## src/rtl/prefetch_fetch_unit.sv

```systemverilog
// Instruction fetch stage with a DEPTH-entry prefetch queue.
// Holds the fetch PC, buffers imem words with their PCs, and supports redirect and sticky halt.
module prefetch_fetch_unit #(
    parameter int DEPTH  = 4,
    parameter int WORD_W = 32,
    parameter int ADDR_W = 32,
    parameter logic [ADDR_W-1:0] PC_INIT = '0
) (
    input  logic                         CLK,
    input  logic                         RST,
    output logic                         imemREN,
    output logic [ADDR_W-1:0]            imemaddr,
    input  logic                         ihit,
    input  logic [WORD_W-1:0]            imemload,
    input  logic                         redirect,
    input  logic [ADDR_W-1:0]            redirect_pc,
    input  logic                         halt,
    input  logic                         deq,
    output logic                         instr_valid,
    output logic [WORD_W-1:0]            instr,
    output logic [ADDR_W-1:0]            instr_pc,
    output logic [$clog2(DEPTH+1)-1:0]   count
);

    localparam int CW = $clog2(DEPTH + 1);
    localparam int PW = $clog2(DEPTH);

    typedef enum logic {S_RUN, S_HALT} state_t;

    state_t              r_state;
    state_t              w_state_nxt;
    logic [ADDR_W-1:0]   r_pc;
    logic [PW-1:0]       r_head;
    logic [PW-1:0]       r_tail;
    logic [CW-1:0]       r_count;
    logic [WORD_W-1:0]   r_mem_instr [DEPTH];
    logic [ADDR_W-1:0]   r_mem_pc    [DEPTH];
    logic                w_push;
    logic                w_pop;

    always_ff @(posedge CLK or posedge RST) begin
        if (RST) begin
            r_state <= S_RUN;
        end else begin
            r_state <= w_state_nxt;
        end
    end

    // Redirect wins over halt in the same cycle.
    always_comb begin
        w_state_nxt = r_state;
        if (r_state == S_RUN && halt && !redirect) begin
            w_state_nxt = S_HALT;
        end
    end

    always_comb begin
        imemREN = (r_state == S_RUN) && (r_count < CW'(DEPTH))
                  && !redirect && !RST;
    end

    assign imemaddr    = r_pc;
    assign w_push      = imemREN && ihit;
    assign instr_valid = (r_count != '0);
    assign w_pop       = deq && instr_valid && !redirect;
    assign count       = r_count;
    assign instr       = instr_valid ? r_mem_instr[r_head] : '0;
    assign instr_pc    = instr_valid ? r_mem_pc[r_head] : '0;

    always_ff @(posedge CLK or posedge RST) begin
        if (RST) begin
            r_pc    <= PC_INIT;
            r_head  <= '0;
            r_tail  <= '0;
            r_count <= '0;
        end else if (redirect) begin
            r_pc    <= {redirect_pc[ADDR_W-1:2], 2'b00};
            r_head  <= '0;
            r_tail  <= '0;
            r_count <= '0;
        end else begin
            if (w_push) begin
                r_tail <= r_tail + PW'(1);
                r_pc   <= r_pc + ADDR_W'(4);
            end
            if (w_pop) begin
                r_head <= r_head + PW'(1);
            end
            if (w_push && !w_pop) begin
                r_count <= r_count + CW'(1);
            end else if (!w_push && w_pop) begin
                r_count <= r_count - CW'(1);
            end
        end
    end

    // Storage needs no reset; occupancy is tracked by the pointers.
    always_ff @(posedge CLK) begin
        if (w_push) begin
            r_mem_instr[r_tail] <= imemload;
            r_mem_pc[r_tail]    <= r_pc;
        end
    end

endmodule

```

## config.mk

```make
export PLATFORM = sky130hd
export DESIGN_NAME = prefetch_fetch_unit
export DESIGN_NICKNAME = d
export VERILOG_FILES = /design/src/rtl/prefetch_fetch_unit.sv
export SDC_FILE = /design/constraint.sdc
export NUM_CORES = 1
export LEC_CHECK = 0
export ABC_AREA = 1
export CORE_AREA = 2 2 153 155
export CTS_CLUSTER_SIZE = 14
export DETAILED_ROUTE_END_ITERATION = 16
export DIE_AREA = 0 0 155 157
export PLACE_DENSITY = 0.85
export SLEW_MARGIN = 5
export SYNTH_ARGS = -nofsm -noshare
export SYNTH_HDL_FRONTEND = slang
export SYNTH_SLANG_ARGS = --single-unit
```

## constraint.sdc

```tcl
create_clock -name CLK -period 12 [get_ports CLK]
set_clock_uncertainty 0.15 [all_clocks]
set_input_delay 1.2 -clock CLK [delete_from_list [all_inputs] [get_ports CLK]]
set_output_delay 1.2 -clock CLK [all_outputs]
set_load 0.03 [all_outputs]
```

==> results of run 1 <==
critical path, cell delays in order (launching register included):
cell and delay (ns):
sky130_fd_sc_hd__dfrtp_4 0.65, sky130_fd_sc_hd__clkinv_2 0.33, sky130_fd_sc_hd__buf_4 0.72, sky130_fd_sc_hd__o21ai_0 0.26, sky130_fd_sc_hd__a21oi_1 0.33, sky130_fd_sc_hd__clkdlybuf4s50_1 0.75
cell families after synthesis:
| group | share of synthesized area [%] |
|---|---|
| xor+xnor | 0.5703 |
| flops | 68.36 |
| buf+inv | 4.226 |
| compound gates | 9.329 |
| fa+ha+maj | 0.6722 |
| simple gates | 16.81 |
| other cells | 0.03052 |
cell usage in the layout (no fill, tap or decap), types with 2 or more instances in the layout:
| cell | n |
|---|---|
| sky130_fd_sc_hd__ha_1 | 5 |
| sky130_fd_sc_hd__nand3b_1 | 3 |
| sky130_fd_sc_hd__inv_1 | 56 |
| sky130_fd_sc_hd__nor2_4 | 6 |
| sky130_fd_sc_hd__nor3_1 | 3 |
| sky130_fd_sc_hd__a21oi_1 | 64 |
| sky130_fd_sc_hd__clkinv_1 | 4 |
| sky130_fd_sc_hd__o21ai_0 | 144 |
| sky130_fd_sc_hd__clkinvlp_4 | 2 |
| sky130_fd_sc_hd__nand3_1 | 31 |
| sky130_fd_sc_hd__clkbuf_16 | 29 |
| sky130_fd_sc_hd__nand2_1 | 180 |
| sky130_fd_sc_hd__inv_2 | 5 |
| sky130_fd_sc_hd__o211ai_1 | 7 |
| sky130_fd_sc_hd__o21ai_1 | 3 |
| sky130_fd_sc_hd__clkinv_4 | 2 |
| sky130_fd_sc_hd__nor2_1 | 296 |
| sky130_fd_sc_hd__clkbuf_1 | 4 |
| sky130_fd_sc_hd__nand2_2 | 3 |
| sky130_fd_sc_hd__conb_1 | 4 |
| sky130_fd_sc_hd__edfxtp_1 | 248 |
| sky130_fd_sc_hd__nor2_2 | 2 |
| sky130_fd_sc_hd__buf_4 | 11 |
| sky130_fd_sc_hd__xor2_1 | 7 |
| sky130_fd_sc_hd__clkdlybuf4s50_1 | 164 |
| sky130_fd_sc_hd__dfrtp_1 | 36 |
| sky130_fd_sc_hd__o21bai_1 | 4 |
| sky130_fd_sc_hd__clkinv_2 | 9 |
power by group through the flow:
stage	sequential, W	combinational (W)	clock (W)
floorplan	0.00117	0.000567	0
global placement	0.00117	0.000961	0
detailed placement	0.00117	0.000980	0
CTS	0.00115	0.000985	0.000831
global route	0.00115	0.00105	0.000870
finish	0.00115	0.000983	0.000821
Yosys cell counts (3+ instances only):
cell	instances	area, sq um
sky130_fd_sc_hd__buf_6	3	33.78
sky130_fd_sc_hd__nand3b_1	3	22.52
sky130_fd_sc_hd__clkbuf_1	28	105.1
sky130_fd_sc_hd__o21ai_0	144	720.7
sky130_fd_sc_hd__xor2_1	7	61.31
sky130_fd_sc_hd__nor3_1	3	15.01
sky130_fd_sc_hd__nor2_1	300	1126
sky130_fd_sc_hd__nand3_1	31	155.2
sky130_fd_sc_hd__dfrtp_1	38	950.9
sky130_fd_sc_hd__inv_1	56	210.2
sky130_fd_sc_hd__nand2_2	3	18.77
sky130_fd_sc_hd__a21oi_1	64	320.3
sky130_fd_sc_hd__o211ai_1	7	52.55
sky130_fd_sc_hd__buf_4	4	30.03
sky130_fd_sc_hd__inv_2	6	22.52
sky130_fd_sc_hd__o21ai_1	3	15.01
sky130_fd_sc_hd__buf_2	19	95.09
sky130_fd_sc_hd__edfxtp_1	248	7447
sky130_fd_sc_hd__buf_1	6	22.52
sky130_fd_sc_hd__ha_1	5	62.56
sky130_fd_sc_hd__nand2_1	180	675.7
sky130_fd_sc_hd__o21bai_1	4	30.03
registers in the layout, indices dropped and copies added, names as in the netlist:
| signal | flops |
|---|---|
| r_tail | 2 |
| r_mem_instr | 128 |
| r_head | 2 |
| imemaddr | 30 |
| count | 3 |
| r_mem_pc | 120 |
| r_state | 1 |
worst paths after layout:
path,startpoint,to,cells after the start
setup reg to reg,count[2]$_DFFE_PP0P_,r_mem_instr[0][25]$_DFFE_PP_,4
hold reg to reg,r_state$_DFFE_PP0P_,r_state$_DFFE_PP0P_,1
hold / removal,r_state$_DFFE_PP0P_,r_state$_DFFE_PP0P_,1
max in group asynchronous,RST,r_head[0]$_DFFE_PP0P_,3
min in group asynchronous,RST,r_tail[1]$_DFFE_PP0N_,3
setup / recovery,r_head[0]$_DFFE_PP0P_,instr_pc[16],5
metal layers:
metal  part of all wire (%)  vias up  track usage [%]
li1                       -     4255                -
met1                     40     4152            30.49
met2                     50      431            40.57
met3                    8.0       51            3.634
met4                    2.3        0            8.333
met5                      0        -                0
cell type report:
cell class / count / share of cell area [%]
inverter: 62 / 1.560
multi-input combinational: 766 / 22.73
timing repair buffer: 175 / 11.49
sequential: 286 / 56.02
tap: 285 / 2.377
clock buffer: 34 / 5.030
clock inverter: 17 / 0.7841
per-stage QoR:
step / instances / total power, W
CTS: 1625 / 0.002963
finish: 1625 / 0.002952
global route: 1625 / 0.003073
floorplan: 1174 / 0.001739
global placement: 1574 / 0.002127
detailed placement: 1574 / 0.002147
==> metrics.sh, run 1 <==
CTS_TREE='yes'
INSERTEDDIODECOUNT=0
LAYOUT.FILLER_CELLS=1625
FINAL_MIN_PERIOD_OVER_CLOCK_PERIOD_PCT=41.97
SYN-CELL-AREA_SQ_UM=12290
SEQCELLAREA_SQ_UM=8403
CELLPOWERDENSITY_nW_PER_UM2=196.8
YOSYS_REGISTER_BITS=286
VIASPERCELL=5.470
CP.ARRIVAL_NS=3.69
GLOBAL_ROUTE_WIRE_LENGTH_BEFORE_REPAIR_UM=44440
CLOCK.FMAX_GHz=0.1986
FIN_TNS_SETUP_NS=0
TOP_LEVEL_PORTS=171
CLKSLEWWORSTSETUPHOLDPATHS_NS=0.06
GRT_SETUP_UNREPAIRED='false'
FINALHOLDWORSTSLACK_NS=0.3448
PERIOD_NEEDED_NS=5.036
INITIAL_ANTENNA_VIOLATION_COUNT=0
STATUS='completed'
SETUP_WS_NS=6.964
SYNTH_TO_LAYOUT_AREA_GROWTH_PCT=22.09
DIEHEIGHT_UM=157
CTSRESIZECOUNT=0
CLK_ROOT_BUFFER_CELL='sky130_fd_sc_hd__clkbuf_16'
FINAL_CORE_UTILIZATION_PCT=66.66
COUNT_OF_FLIP_FLOPS_WITH_A_BUILT_IN_ENABLE_AFTER_SYNTHESIS=248
DIE_W_UM=155
CRITICALPATHCATEGORY='flop to primary output'
ANTENNA_LEFT=0
YS_ASYNC_SR_FRACTION_PCT=13.29
CP-END-KIND='primary output'
HOLD_VIOL=0
CTS.HTREE.LEVELS=1
PORTBUFFERS=164
PRE_CTS_SETUP_SLACK_NS=7.597
GRT_PASS1_VIAS=8620
DRIVE_GT1_SHARE_PCT=5.522
WORSTPATHREQUIRED_NS=10.65
CTS.REPAIR_TIMING.SETUP_BUFFER_COUNT=0
RRSETUPSLACK_NS=9.30
VIAS_AFTER_DETAILED_ROUTING=8889
SYNTHFLOPTYPE='sky130_fd_sc_hd__edfxtp_1'
TIMING.FINAL.MAX_SLEW_VIOLATIONS=0
SEQUENTIALPOWERSHARE_PCT=38.9
FIRSTDRTPASSITERS=5
START_UTIL_PCT=54.60
YOSYSWARNINGCOUNT=0
WL_PER_CELL_UM=17.72
FINAL_NETS=1395
SWITCHING_SHARE_PCT=34.98
PLACED_CELL_AREA_SQ_UM=14130
PWR-SHARE-CLK_PCT=27.8
P_LEAK_nW=5.418
CELL_INTERNAL_PWR_W=0.001919
FINAL_AREA_SQ_UM=15000
MAXIMUM_NUMBER_OF_PINS_ON_ONE_NET_BEFORE_GLOBAL_ROUTE_REPAIR=99
P_SW_W=0.001033
POSTSYNTHCELLCOUNT=1171
WORST-PATH-MAX-FANOUT=98
ROUTED_WL_UM=28800
STARTPOINT_TYPE='flop'
CTSHOLDBUFFERS=0
GLOBALROUTEOVERFLOWTOTAL=0
DETAILEDPLACEMENTHPWL_UM=16810
CTS.SINK_COUNT=286
SYNTH.LIB_CELLS_USED.DISTINCT=29
TIGHTEST_SLEW_NS=0.9877
YS_SEQ_AREA_SHARE_PCT=68.36
DRV_CAP=0
WORST_HOLD_PATH_TYPE='flop to flop'
REPORT.FINAL.SETUP_VIOL=0
CLK_PATH_BUF_DEPTH=3
NUM_ROWS=55
GLOBALROUTETOTALUTIL_PCT=23.49
SYNTH.AVG_CELL_AREA_SQ_UM=10.49
SOURCE_TO_SINK_CLOCK_DELAY_AT_THE_LATER_PIN_OF_THE_WORST_SKEW_PAIR_NS=0.53
RELSLEWSLACK_PCT=34.15
COREAREA_SQ_UM=22500
GPL_WTD_CONG=0.8712
WORST_CASE_VDD_IR_DROP_mV=0.1588
DIE_AREA_SQ_UM=24340
MULTIINPUTGATEAREA_SQ_UM=3410
TRITONCTS.NUM_BUFFERS=28
DETAILEDROUTE.FIRSTITERATIONVIOLATIONS=901
COMB_POWER_SHARE_PCT=33.3
ROUTE.DETAILED.DRC=0
Note: power is estimated with default switching activity, not from simulation.
==> run 2, diff against run 1 <==
--- a/config.mk
+++ b/config.mk
@@ -6,11 +6,11 @@
 export NUM_CORES = 1
 export LEC_CHECK = 0
 export ABC_AREA = 1
-export CORE_AREA = 2 2 153 155
+export CORE_AREA = 2 2 160 162
 export CTS_CLUSTER_SIZE = 14
 export DETAILED_ROUTE_END_ITERATION = 16
-export DIE_AREA = 0 0 155 157
-export PLACE_DENSITY = 0.85
+export DIE_AREA = 0 0 162 164
+export PLACE_DENSITY = 0.82
 export SLEW_MARGIN = 5
 export SYNTH_ARGS = -nofsm -noshare
 export SYNTH_HDL_FRONTEND = slang
==> constraint.sdc (replaced) <==
create_clock -name CLK -period 4.03 [get_ports CLK]
set_clock_uncertainty 0.15 [all_clocks]
set_input_delay 0.403 -clock CLK [delete_from_list [all_inputs] [get_ports CLK]]
set_output_delay 0.403 -clock CLK [all_outputs]
set_load 0.03 [all_outputs]
==> metrics.sh, run 2 (synthesis gave the netlist of run 1 again) <==
STATUS='completed'
SEQUENTIALPOWERSHARE_PCT=37.1
LARGEST_REGISTER_FFS=128
VIAS_AFTER_DETAILED_ROUTING=9085
GRT_PASS1_VIAS=8841
WORST_CASE_VDD_IR_DROP_mV=0.4986
DETAILEDROUTE.FIRSTITERATIONVIOLATIONS=859
CLKSLEWWORSTSETUPHOLDPATHS_NS=0.06
SWITCHING_SHARE_PCT=33.56
RELSLEWSLACK_PCT=50.26
MULTIINPUTGATEAREA_SQ_UM=3410
PORTBUFFERS=164
P_SW_W=0.003088
HOLD_VIOL=0
DRV_CAP=0
MOSTFREQUENTLAYOUTCELLS='296 x sky130_fd_sc_hd__nor2_1, 248 x sky130_fd_sc_hd__edfxtp_1, 180 x sky130_fd_sc_hd__nand2_1'
TIMING.RR.START='count[2]$_DFFE_PP0P_'
WORST-PATH-MAX-FANOUT=42
GLOBAL_ROUTE_WIRE_LENGTH_BEFORE_REPAIR_UM=45020
NUM_ROWS=58
ANTENNA_LEFT=0
SEQCELLAREA_SQ_UM=8403
INITIAL_ANTENNA_VIOLATION_COUNT=0
REGISTER_RANKED_FIRST_BY_FLIP_FLOP_COUNT='r_mem_instr'
INSERTEDDIODECOUNT=0
FINAL_CORE_UTILIZATION_PCT=61.75
ROUTED_WL_UM=29080
CRIT_PATH_START='r_head[1]$_DFFE_PP0P_'
COREAREA_SQ_UM=24820
MAXIMUM_NUMBER_OF_PINS_ON_ONE_NET_BEFORE_GLOBAL_ROUTE_REPAIR=126
CRITICALPATHCATEGORY='flop to primary output'
WORST_HOLD_PATH_TYPE='primary input to async pin'
CTS.SINK_COUNT=286
CTS.HTREE.LEVELS=1
PERIOD_NEEDED_NS=3.728
GLOBALROUTETOTALUTIL_PCT=21.61
GPL_WTD_CONG=0.8640
DIE_W_UM=162
START_UTIL_PCT=49.50
DIEHEIGHT_UM=164
FINAL_NETS=1400
REPORT.FINAL.SETUP_VIOL=0
CP-END-KIND='primary output'
TOP_LEVEL_PORTS=171
ROUTE.DETAILED.DRC=0
CELLPOWERDENSITY_nW_PER_UM2=600.3
FINAL_MIN_PERIOD_OVER_CLOCK_PERIOD_PCT=92.51
P_LEAK_nW=5.529
LAYOUT.FILLER_CELLS=1918
DETAILEDPLACEMENTHPWL_UM=17140
WORSTPATHREQUIRED_NS=3.48
PWR-SHARE-CLK_PCT=30.5
CLK_ROOT_BUFFER_CELL='sky130_fd_sc_hd__clkbuf_16'
STARTPOINT_TYPE='flop'
DIE_AREA_SQ_UM=26570
COMMONEST_NON_FILL_NON_TAP_CELL_IN_THE_LAYOUT='sky130_fd_sc_hd__nor2_1'
TRITONCTS.NUM_BUFFERS=29
TIGHTEST_SLEW_NS=0.7443
CP.ARRIVAL_NS=3.18
FIRSTDRTPASSITERS=7
FIN_TNS_SETUP_NS=0
DRIVE_GT1_SHARE_PCT=5.799
SOURCE_TO_SINK_CLOCK_DELAY_AT_THE_LATER_PIN_OF_THE_WORST_SKEW_PAIR_NS=0.54
COMB_POWER_SHARE_PCT=32.4
CLK_PATH_BUF_DEPTH=3
CTS.REPAIR_TIMING.SETUP_BUFFER_COUNT=0
WL_PER_CELL_UM=17.36
CLOCK.FMAX_GHz=0.2682
CTSRESIZECOUNT=0
SYNTH_TO_LAYOUT_AREA_GROWTH_PCT=24.75
VIASPERCELL=5.424
CELL_INTERNAL_PWR_W=0.006113
TIMING.FINAL.MAX_SLEW_VIOLATIONS=0
FINALHOLDWORSTSLACK_NS=0.2215
CTSHOLDBUFFERS=0
CTS_TREE='yes'
GRT_SETUP_UNREPAIRED='false'
GLOBALROUTEOVERFLOWTOTAL=0
==> run 2: changes by cell type in the layout (fill, tap and decap cells not counted), moves of 3 or more <==
cell,change
sky130_fd_sc_hd__clkbuf_1,+3
sky130_fd_sc_hd__buf_4,-4
sky130_fd_sc_hd__buf_12,+8
sky130_fd_sc_hd__clkinv_2,-5
sky130_fd_sc_hd__bufinv_16,+5
==> run 2: power by group through the flow <==
stage	clock network [W]	registers [W]	logic [W]
CTS	0.00284	0.00341	0.00299
floorplan	0	0.00349	0.00169
global placement	0	0.00346	0.00293
finish	0.00281	0.00341	0.00298
detailed placement	0	0.00347	0.00297
global route	0.00295	0.00342	0.00317
==> run 2: layout make-up <==
class,instances,area share (%)
Timing Repair Buffer,179,12.10
Inverter,62,1.527
Sequential cell,286,54.83
Multi-Input combinational cell,766,22.25
Clock buffer,39,5.176
Clock inverter,13,1.429
Tap cell,330,2.694
==> run 2: metal layers <==
metal  GRT usage (%)  vias to the layer above  part of all wire, %
li1                -                     4256                    -
met1           28.29                     4344                   41
met2           37.54                      438                   48
met3           3.131                       47                  8.3
met4           6.798                        0                  2.0
met5               0                        -                    0
==> run 2: path summary, 6_finish.rpt <==
path	depth (start not counted)	slack (ns)	end
setup / recovery	6	0.30	instr_pc[19]
hold / removal	3	0.22	r_state$_DFFE_PP0P_
setup reg to reg	11	1.40	count[2]$_DFFE_PP0P_
hold reg to reg	1	0.32	r_state$_DFFE_PP0P_
max in group asynchronous	3	3.08	r_head[0]$_DFFE_PP0P_
min in group CLK	3	0.29	imemaddr[11]$_DFFE_PP0N_
==> run 2: critical path, stage by stage (launching register included) <==
cell	delay [ns]
sky130_fd_sc_hd__dfrtp_2	0.77
sky130_fd_sc_hd__inv_2	0.39
sky130_fd_sc_hd__buf_12	0.30
sky130_fd_sc_hd__nor2_1	0.11
sky130_fd_sc_hd__o21ai_0	0.08
sky130_fd_sc_hd__a21oi_1	0.24
sky130_fd_sc_hd__clkdlybuf4s50_1	0.72
==> run 2: through the flow <==
stage	setup WS (ns)	area, sq um	total power, W	cells
CTS	0.2432	15330	0.009241	1675
global placement	0.8139	14310	0.006394	1623
floorplan	-0.2488	12300	0.005179	1174
finish	0.3017	15330	0.009201	1675
global route	0.08177	15330	0.009535	1675
detailed placement	0.8111	14310	0.006439	1623
==> run 3, diff against run 2 <==
--- a/config.mk
+++ b/config.mk
@@ -11,7 +11,7 @@
 export DETAILED_ROUTE_END_ITERATION = 16
 export DIE_AREA = 0 0 162 164
 export PLACE_DENSITY = 0.82
-export SLEW_MARGIN = 5
+export REMOVE_ABC_BUFFERS = 1
 export SYNTH_ARGS = -nofsm -noshare
 export SYNTH_HDL_FRONTEND = slang
 export SYNTH_SLANG_ARGS = --single-unit
==> metrics.sh, run 3 (synthesis gave the netlist of run 1 again) <==
ROUTE.DETAILED.DRC=0
CLK_PATH_BUF_DEPTH=3
ANTENNA_LEFT=0
CP-END-KIND='primary output'
GLOBALROUTETOTALUTIL_PCT=21.78
CELLPOWERDENSITY_nW_PER_UM2=589.7
CTS.SINK_COUNT=286
WORSTPATHREQUIRED_NS=3.48
WORST_HOLD_PATH_TYPE='primary input to flop'
VIAS_AFTER_DETAILED_ROUTING=8884
CTSRESIZECOUNT=0
FIN_TNS_SETUP_NS=0
LAYOUTNONFILLERINSTCOUNT=1679
CTS_TREE='yes'
COREAREA_SQ_UM=24820
FINAL_CORE_UTILIZATION_PCT=61.26
TRITONCTS.NUM_BUFFERS=29
DIE_W_UM=162
GLOBAL_ROUTE_WIRE_LENGTH_BEFORE_REPAIR_UM=44950
HOLD_VIOL=0
P_LEAK_nW=5.482
CLK_ROOT_BUFFER_CELL='sky130_fd_sc_hd__clkbuf_16'
PORTBUFFERS=164
REPORT.FINAL.SETUP_VIOL=0
CLOCK.FMAX_GHz=0.2932
ROUTED_WL_UM=29400
WORST-PATH-MAX-FANOUT=125
RELSLEWSLACK_PCT=30.09
PERIOD_NEEDED_NS=3.410
FINAL_MIN_PERIOD_OVER_CLOCK_PERIOD_PCT=84.62
WL_PER_CELL_UM=17.51
WORST_CASE_VDD_IR_DROP_mV=0.4410
REGISTER_RANKED_FIRST_BY_FLIP_FLOP_COUNT='r_mem_instr'
GRT_SETUP_UNREPAIRED='false'
SYNTH_TO_LAYOUT_AREA_GROWTH_PCT=23.75
CRITICALPATHCATEGORY='flop to primary output'
DRIVE_GT1_SHARE_PCT=5.716
DIEHEIGHT_UM=164
COMMONEST_NON_FILL_NON_TAP_CELL_IN_THE_LAYOUT='sky130_fd_sc_hd__nor2_1'
CTS.REPAIR_TIMING.SETUP_BUFFER_COUNT=0
GRT_PASS1_VIAS=8556
DETAILEDPLACEMENTHPWL_UM=17340
STARTPOINT_TYPE='flop'
FINAL_AREA_SQ_UM=15200
INITIAL_ANTENNA_VIOLATION_COUNT=1
DIE_AREA_SQ_UM=26570
SOURCE_TO_SINK_CLOCK_DELAY_AT_THE_LATER_PIN_OF_THE_WORST_SKEW_PAIR_NS=0.55
CTS.HTREE.LEVELS=1
MAXIMUM_NUMBER_OF_PINS_ON_ONE_NET_BEFORE_GLOBAL_ROUTE_REPAIR=126
CP.ARRIVAL_NS=2.86
TIGHTEST_SLEW_NS=1.047
CTSHOLDBUFFERS=0
MOSTFREQUENTLAYOUTCELLS='296 x sky130_fd_sc_hd__nor2_1, 248 x sky130_fd_sc_hd__edfxtp_1, 180 x sky130_fd_sc_hd__nand2_1'
GPL_WTD_CONG=0.8719
VIASPERCELL=5.291
NUM_ROWS=58
LARGEST_REGISTER_FFS=128
TOP_LEVEL_PORTS=171
PLACED_CELL_AREA_SQ_UM=14280
DETAILEDROUTE.FIRSTITERATIONVIOLATIONS=751
GLOBALROUTEOVERFLOWTOTAL=0
CLKSLEWWORSTSETUPHOLDPATHS_NS=0.06
PLACED_CELLS=1625
FIRSTDRTPASSITERS=6
FINAL_NETS=1402
START_UTIL_PCT=49.50
DRV_CAP=0
STATUS='completed'
TIMING.FINAL.MAX_SLEW_VIOLATIONS=0
-- run 3: cell count changes in the layout (fill, tap and decap cells not counted), sizes merged --
cell / previous run / this run
clkinv: 6 / 11
diode: 0 / 2
buf: 15 / 17
bufinv: 6 / 3
clkbuf: 39 / 37
-- run 3: final cells by class --
type                    instances  area, sq um
multi-input cells             766         3410
inverters                      62        234.0
well taps                     330        412.9
fillers                      1989         9615
diodes                          2        5.005
repair buffers                181         1819
clock buffers                  37        765.7
flip-flops and latches        286         8403
clock inverters                15        153.9
-- run 3: worst max-delay path, stage by stage, from the launching register on --
cell	delay [ns]
sky130_fd_sc_hd__dfrtp_4	0.43
sky130_fd_sc_hd__buf_12	0.41
sky130_fd_sc_hd__nor2_1	0.11
sky130_fd_sc_hd__nor2_1	0.11
sky130_fd_sc_hd__o21ai_0	0.11
sky130_fd_sc_hd__a21oi_1	0.27
sky130_fd_sc_hd__clkdlybuf4s50_1	0.73
-- run 3: where the power goes --
group	switching, W	internal (W)
Clock	0.00106	0.00153
Combinational	0.00191	0.00108
Sequential	0.000104	0.00328
-- run 3: layer usage --
layer / wire [um] / part of all wire (%) / global-route usage, % / up-vias
met5: 0 / 0 / 0 / -
met4: 783 / 2.7 / 7.361 / 0
met3: 1930 / 6.6 / 3.662 / 56
met2: 14430 / 49 / 37.08 / 332
met1: 12250 / 42 / 28.60 / 4228
li1: - / - / - / 4268
-- run 3: path summary, 6_finish.rpt --
kind                            slack (ns)  cells after the start                           end             startpoint
worst max-delay path                  0.62                      6                  instr_pc[29]  r_head[0]$_DFFE_PP0P_
worst min register to register        0.33                      1           r_state$_DFFE_PP0P_    r_state$_DFFE_PP0P_
max in group asynchronous             2.54                      3         r_head[1]$_DFFE_PP0P_                    RST
worst min-delay path                  0.29                      3       imemaddr[7]$_DFFE_PP0N_         redirect_pc[7]
min in group asynchronous             0.37                      2       imemaddr[7]$_DFFE_PP0N_                    RST
worst max register to register        1.90                      4  r_mem_instr[3][19]$_DFFE_PP_   count[2]$_DFFE_PP0P_
-- run 3: stage by stage --
step	total power, W	hold slack (ns)	worst slack, ns
finish	0.008965	0.2943	0.6198
global route	0.009336	0.2893	0.5125
CTS	0.009022	0.2759	0.6422
detailed placement	0.006437	0.3142	1.081
global placement	0.006396	0.3069	1.130
floorplan	0.005099	0.2975	-0.4777
